`src/rtl/ifu_axi_fetch_master.sv`:
```
// Instruction-fetch AXI read master: owns the PC, issues one 8-byte-aligned AR per
// instruction, extracts the 32-bit word and presents {pc, inst, fault} to ID.
module ifu_axi_fetch_master #(
  parameter int                ADDR_W   = 64,
  parameter int                DATA_W   = 64,
  parameter logic [ADDR_W-1:0] RESET_PC = ADDR_W'(64'h8000_0000)
) (
  input  logic              clk,
  input  logic              rst,
  output logic [ADDR_W-1:0] ifu_ar_addr,
  output logic              ifu_ar_valid,
  input  logic              ifu_ar_ready,
  input  logic [DATA_W-1:0] ifu_r_data,
  input  logic [1:0]        ifu_r_resp,
  input  logic              ifu_r_valid,
  output logic              ifu_r_ready,
  input  logic              redirect_valid,
  input  logic [ADDR_W-1:0] redirect_pc,
  output logic              id_valid,
  input  logic              id_ready,
  output logic [ADDR_W-1:0] id_pc,
  output logic [31:0]       id_inst,
  output logic              id_fault
);

  localparam logic [1:0] S_IDLE = 2'd0;
  localparam logic [1:0] S_REQ  = 2'd1;
  localparam logic [1:0] S_RESP = 2'd2;
  localparam logic [1:0] S_HOLD = 2'd3;

  logic [1:0]        r_state, w_state_nxt;
  logic [ADDR_W-1:0] r_pc, r_req_addr, w_pc_nxt, w_redir_pc;
  logic [31:0]       r_inst;
  logic              r_fault, r_drop;
  logic              w_ar_hs, w_r_hs, w_id_hs;

  assign w_redir_pc = redirect_pc & ~ADDR_W'(3);
  assign w_ar_hs    = (r_state == S_REQ)  && ifu_ar_ready;
  assign w_r_hs     = (r_state == S_RESP) && ifu_r_valid;
  assign w_id_hs    = (r_state == S_HOLD) && id_ready;

  always_comb begin
    w_pc_nxt = r_pc;
    if (redirect_valid)
      w_pc_nxt = w_redir_pc;
    else if (w_id_hs)
      w_pc_nxt = r_pc + ADDR_W'(4);
  end

  always_comb begin
    w_state_nxt = r_state;
    case (r_state)
      S_IDLE: w_state_nxt = S_REQ;
      S_REQ:  if (w_ar_hs) w_state_nxt = S_RESP;
      // A beat belonging to a redirected-away fetch goes straight back to REQ.
      S_RESP: if (w_r_hs) w_state_nxt = (r_drop || redirect_valid) ? S_REQ : S_HOLD;
      S_HOLD: if (redirect_valid || id_ready) w_state_nxt = S_REQ;
      default: w_state_nxt = S_IDLE;
    endcase
  end

  always_ff @(posedge clk) begin
    if (rst) begin
      r_state    <= S_IDLE;
      r_pc       <= RESET_PC;
      r_req_addr <= RESET_PC;
      r_inst     <= '0;
      r_fault    <= 1'b0;
      r_drop     <= 1'b0;
    end else begin
      r_state <= w_state_nxt;
      r_pc    <= w_pc_nxt;
      // Latch the fetch address only on entry so AR stays stable while stalled.
      if (w_state_nxt == S_REQ && r_state != S_REQ)
        r_req_addr <= w_pc_nxt;
      if (w_r_hs)
        r_drop <= 1'b0;
      else if (redirect_valid && (r_state == S_REQ || r_state == S_RESP))
        r_drop <= 1'b1;
      if (w_r_hs && !r_drop && !redirect_valid) begin
        r_inst  <= r_pc[2] ? ifu_r_data[63:32] : ifu_r_data[31:0];
        r_fault <= (ifu_r_resp != 2'b00);
      end
    end
  end

  assign ifu_ar_valid = (r_state == S_REQ);
  assign ifu_ar_addr  = {r_req_addr[ADDR_W-1:3], 3'b000};
  assign ifu_r_ready  = (r_state == S_RESP);
  assign id_valid     = (r_state == S_HOLD);
  assign id_pc        = r_pc;
  assign id_inst      = r_inst;
  assign id_fault     = r_fault;

endmodule

```
`config.mk`:
```
export PLATFORM = sky130hd
export DESIGN_NAME = ifu_axi_fetch_master
export DESIGN_NICKNAME = d
export VERILOG_FILES = /design/src/rtl/ifu_axi_fetch_master.sv
export SDC_FILE = /design/constraint.sdc
export NUM_CORES = 1
export LEC_CHECK = 0
export ABC_CLOCK_PERIOD_IN_PS = 2700
export CAP_MARGIN = 20
export CORE_MARGIN = 1.5
export CORE_UTILIZATION = 40
export DETAILED_ROUTE_END_ITERATION = 6
export PLACE_DENSITY = 0.77
export SYNTH_ARGS = -nofsm -noshare
export SYNTH_HDL_FRONTEND = slang
export SYNTH_SLANG_ARGS = --single-unit
```
`constraint.sdc`:
```
create_clock -name clk -period 2.7 [get_ports clk]
set_input_delay 0.405 -clock clk [delete_from_list [all_inputs] [get_ports clk]]
set_output_delay 0.405 -clock clk [all_outputs]
set_load 0.1 [all_outputs]
```
======== After elaboration in Yosys (flattened, before gate mapping) ========
Cells that the tools add are included.
word-level totals
  bits in registers ....................... 164
  input bits .............................. 136
  output and inout bits ................... 164
operators by class
  add/sub/neg operators ................... 1
  equality and inequality tests ........... 5
  mux-type cells .......................... 8
  reductions and logical operators ........ 15
operators by type and width
  operator                                               number
  2-to-1 mux 64 bit                                      2
  adder 64 x 3 -> 64 bit, second input constant          1
  2-to-1 mux 32 bit                                      1
  2-to-1 mux 2 bit                                       4
  case mux 2 bit (4 select lines)                        1
  logical AND 1 bit                                      7
  equality test 2 x 1 -> 1 bit, second input constant    2
  equality test 2 bit, second input constant             2
  logical OR 1 bit                                       3
  zero test 1 bit                                        2
  zero test 2 bit                                        1
  inequality test 2 x 1 -> 1 bit, second input constant  1
  nonzero test 2 bit                                     1
  OR reduction 2 bit                                     1

======== Depth between registers and ports, before layout ========
  depth after elaboration ................. 6
  depth in mapped cells ................... 9
  gate-level depth less buffers ........... 8

======== Worst setup path before layout ========
No wires, ideal clock.
  kind .................................... register to register
  start point ............................. register r_state[0]
  end point ............................... register r_req_addr[50]
  data arrival time ....................... 3.301 ns
  required time ........................... 2.599 ns
  setup slack ............................. -0.702 ns
  stages on the path, launching flop included .. 8
  buffers on the path ..................... 0
  cell sequence ........................... dfxtp_1 ha_1 nand3_2 or4_4 or3_1 nor3_1 mux2_2 o41ai_1
between the ends
  elaborated cells on any way between the ends .. 16
  classes of those cells .................. eq/ne: 5; mux: 6; reduce/logical: 5
RTL lines
  item                                                                  line    text
  from (decl)                                                           31      logic [1:0] r_state, w_state_nxt;
  from (signal assigned)                                                71      r_state <= w_state_nxt;
  equality test 2 bit (*)                                               --
  via id_valid                                                          19      output logic id_valid,
  case mux 2 bit (4 select lines) or logical AND 1 bit (tied branches)  52, 40
  equality test 2 x 1 -> 1 bit or 2-to-1 mux 64 bit (tied branches)     74, 46
  logical AND 1 bit or 2-to-1 mux 64 bit (tied branches)                74, 44
  to (signal assigned)                                                  75      r_req_addr <= w_pc_nxt;
  to (decl)                                                             32      logic [ADDR_W-1:0] r_pc, r_req_addr, w_pc_nxt, w_redir_pc;
The timed path passes the listed nets; every way through them passes the cells marked *.
A chain may end at the register's enable or synchronous reset.

======== Final worst setup path ========
  start point ............................. register r_state[1]
  end point ............................... register r_req_addr[50]
between the ends
  longest elaborated chain between the ends .. 6
  elaborated cells on any way between the ends .. 16
  classes of those cells .................. eq/ne: 5; mux: 6; reduce/logical: 5
ends and longest elaborated chain
  item                                                                 line        text
  equality test 2 bit or equality test 2 x 1 -> 1 bit (tied branches)  39, 52, 38
  logical AND 1 bit (on tied branches)                                 39, 38
  2-to-1 mux 2 bit (on tied branches)                                  56, 54
  case mux 2 bit (4 select lines)                                      52          case (r_state)
  equality test 2 x 1 -> 1 bit                                         74          if (w_state_nxt == S_REQ && r_state != S_REQ)
  logical AND 1 bit                                                    74
Parallel ways exist; a longest one is shown, timed or not.

==> flow_summary.yaml <==
critical_path:
  cp_max_fo: 4
  cp_cell_sequence: "ha_4 -> nand3_2 -> or4_4 -> or3_1 -> nor3_1 -> mux2_2 -> o41ai_1"
  worst-path-buf-inv: 0
  cp_top_family: "simple AND/OR/NAND/NOR gates"
  end_kind: "register"
  path_class: "reg -> reg"
  slowest_delay_ns: 0.56
  r2r_slack_ns: 0.12
  cp.arrival_ns: 2.91
  start_kind: "register"
  cp_slowest_cell: "or4_4"
  required_ns: 3.03
logic_synthesis:
  synth_area_leader_cell: "dfxtp_1"
  synth_edf_count: 0
  async_flop_share_pct: 0
  yosys_warnings: 0
  yosys_register_bits: 161
  netlist_area_mm2: 0.00772
  ys_top_cells_by_area: "dfxtp_1, nor2_1, mux2i_1, a211oi_1, xnor2_1"
  synthDistinctLibCells: 61
  synth.top_cell.area_share_pct: 41.7
  synth_cells: 923
  seq_area_frac_synth_pct: 41.7
  avgSynthCellArea_um2: 8.37
  synth_flop_cell: "dfxtp_1"
drt:
  wl_met2_um: 12800
  vias_per_cell: 5.41
  wire_per_inst_um: 17.9
  ant_nets: 0
  drc: 0
  wl_met1_um: 11300
  drtIter0Drc: 547
  vias: 8066
  met3_length_um: 1920
  wl_um: 26700
  top_layer_used: "met4"
  drt_pass1_iterations: 5
timing:
  finalWorstSetupSlack_ns: 0.121
  holdWs_ns: 0.458
  fin_skew_ns: 0.00756
  layout_min_cycle_time_ns: 2.58
  slew_viol_final: 0
  fin_crit_sh_pct: 95.5
  setup_viol: 0
  max_freq_mhz: 388
  finalHoldViolCount: 0
  fin_setup_tns_ns: 0
  relSlewSlack_pct: 43.0
  rsz0062_at_grt: "false"
  tightest_slew_ns: 0.854
placed_design:
  gp_congestion: 0.875
  place_ws_ns: -0.195
  io_buffers: 294
  hpwl_um: 19700
clock_tree:
  cts_buffers: 17
  path_clk_slew_ns: 0.07
  cts_tree: "done"
  cts.sinks: 161
  clock_latency_ns: 0.43
  cts_root_buf: "clkbuf_16"
  clockBufferDepth: 2
  htree_levels: 4
  hold_buffers: 0
global_route:
  grt_max_degree: 139
  grt_pass1_vias: 7840
  grt_pass1_wl_um: 41500
  overflow: 0
  antenna_found_initial: 1
  grt.total_usage_pct: 26.3
floorplan:
  die_y_um: 142
  start_util_pct: 41.0
  die_area_mm2: 0.0202
  die_w_um: 142
  num_rows: 50
  num_io_pins: 300
  core_area_mm2: 0.0188
run:
  drv_cap: 0
final_layout:
  drive_gt1_share_pct: 25.2
  fill_cells: 1699
  area.growth.synth_to_final_pct: 48.9
  finalNetCount: 1359
  postLayoutCoreUtil_pct: 61.1
power_and_ir_drop:
  peakVddDrop_mv: 0.436
  power_density_mw_per_mm2: 674
  finalPower_w: 0.00775
  leakage_nw: 4.55
min_path:
  min_path_type: "reg -> reg"
outcome:
  status: "complete, no violations"
synthesized netlist by cell type (17+ instances only):
cell type,number
mux2i_1,52
nand3_1,49
a211oi_1,51
xnor2_1,29
a21oi_1,28
nor2_1,144
and3_1,17
dfxtp_1,161
nand2_1,64
o21ai_0,28
clkbuf_1,46
nor3_1,46
nand4_1,31
what timing repair did:
| action | CTS | global route |
|---|---|---|
| gates resized for setup | 1 | 3 |
| setup endpoints to repair | 2 | 9 |
| pin swaps | 0 | 1 |
| setup buffers | 0 | 0 |
final timing paths:
| path | from | endpoint | cells past startpoint |
|---|---|---|---|
| max | r_state[1] | r_req_addr[50] | 7 |
| min | r_req_addr[41] | r_req_addr[41] | 2 |
| max reg2reg | r_state[1] | r_req_addr[50] | 7 |
| min reg2reg | r_req_addr[41] | r_req_addr[41] | 2 |
worst register-to-register path, delay by kind of cell (launching register included):
kind | cells | cell delay [ns]
mux | 1 | 0.37
flops | 1 | 0.43
fa+ha+maj | 1 | 0.17
simple gates | 4 | 1.22
compound gates | 1 | 0.30
area by class of cell:
cell class | count | area [µm²] | area share [%]
clock inverters | 12 | 204 | 1.77
well taps | 260 | 325 | 2.83
clock buffers | 20 | 468 | 4.07
flip-flops and latches | 161 | 3280 | 28.6
multi-input cells | 680 | 4210 | 36.6
repair buffers | 342 | 2950 | 25.6
diodes | 1 | 2.50 | 0.0218
inverters | 16 | 60.1 | 0.522
cells by family (layout without fill, tap and decap cells):
| family | Yosys count | in the layout | synth area share [%] |
|---|---|---|---|
| DFF | 161 | 161 | 41.7 |
| xor gates and xnor gates | 36 | 36 | 4.08 |
| adders and majority gates | 5 | 5 | 0.810 |
| AOI/OAI and AO/OA | 171 | 171 | 15.4 |
| other | 1 | 4 | 0.0485 |
| buffers and inverters | 84 | 390 | 4.37 |
| and+or+nand+nor | 410 | 410 | 26.4 |
| muxes | 55 | 55 | 7.18 |
metrics by stage:
| stage | cell area (µm²) | cells |
|---|---|---|
| final | 11500 | 1492 |
| after CTS | 11500 | 1491 |
| after floorplan | 7810 | 925 |
| after global routing | 11500 | 1492 |
| after detailed placement | 10800 | 1459 |
| after global placement | 10800 | 1459 |
registers in the layout (all words and copies together), names as in the netlist:
name	flops
id_pc	64
id_inst	32
r_req_addr	61
id_fault	1
r_state	2
r_drop	1
layout by cell type, fill, tap and decap left out, types with 15 or more instances in the layout:
| master | count |
|---|---|
| a211oi_1 | 51 |
| a21oi_1 | 28 |
| and3_1 | 17 |
| buf_4 | 205 |
| clkbuf_16 | 18 |
| clkdlybuf4s50_1 | 131 |
| dfxtp_1 | 116 |
| dfxtp_2 | 43 |
| inv_1 | 15 |
| mux2i_1 | 52 |
| nand2_1 | 64 |
| nand3_1 | 49 |
| nand4_1 | 31 |
| nor2_1 | 144 |
| nor3_1 | 44 |
| o21ai_0 | 28 |
| o41ai_1 | 16 |
| xnor2_1 | 29 |
power breakdown:
part | internal, W | total [W] | switching [W]
clock | 0.00173 | 0.00275 | 0.00102
sequential | 0.00255 | 0.00271 | 0.000166
combinational | 0.000615 | 0.00229 | 0.00167
total | 0.00489 | 0.00775 | 0.00286
per-layer routing:
metal / up-vias / GRT usage, %
met5: - / 0
met4: 0 / 8.84
met3: 42 / 7.94
met2: 269 / 43.9
met1: 3818 / 32.4
li1: 3937 / -
Note: power is estimated with default switching activity, not from simulation.
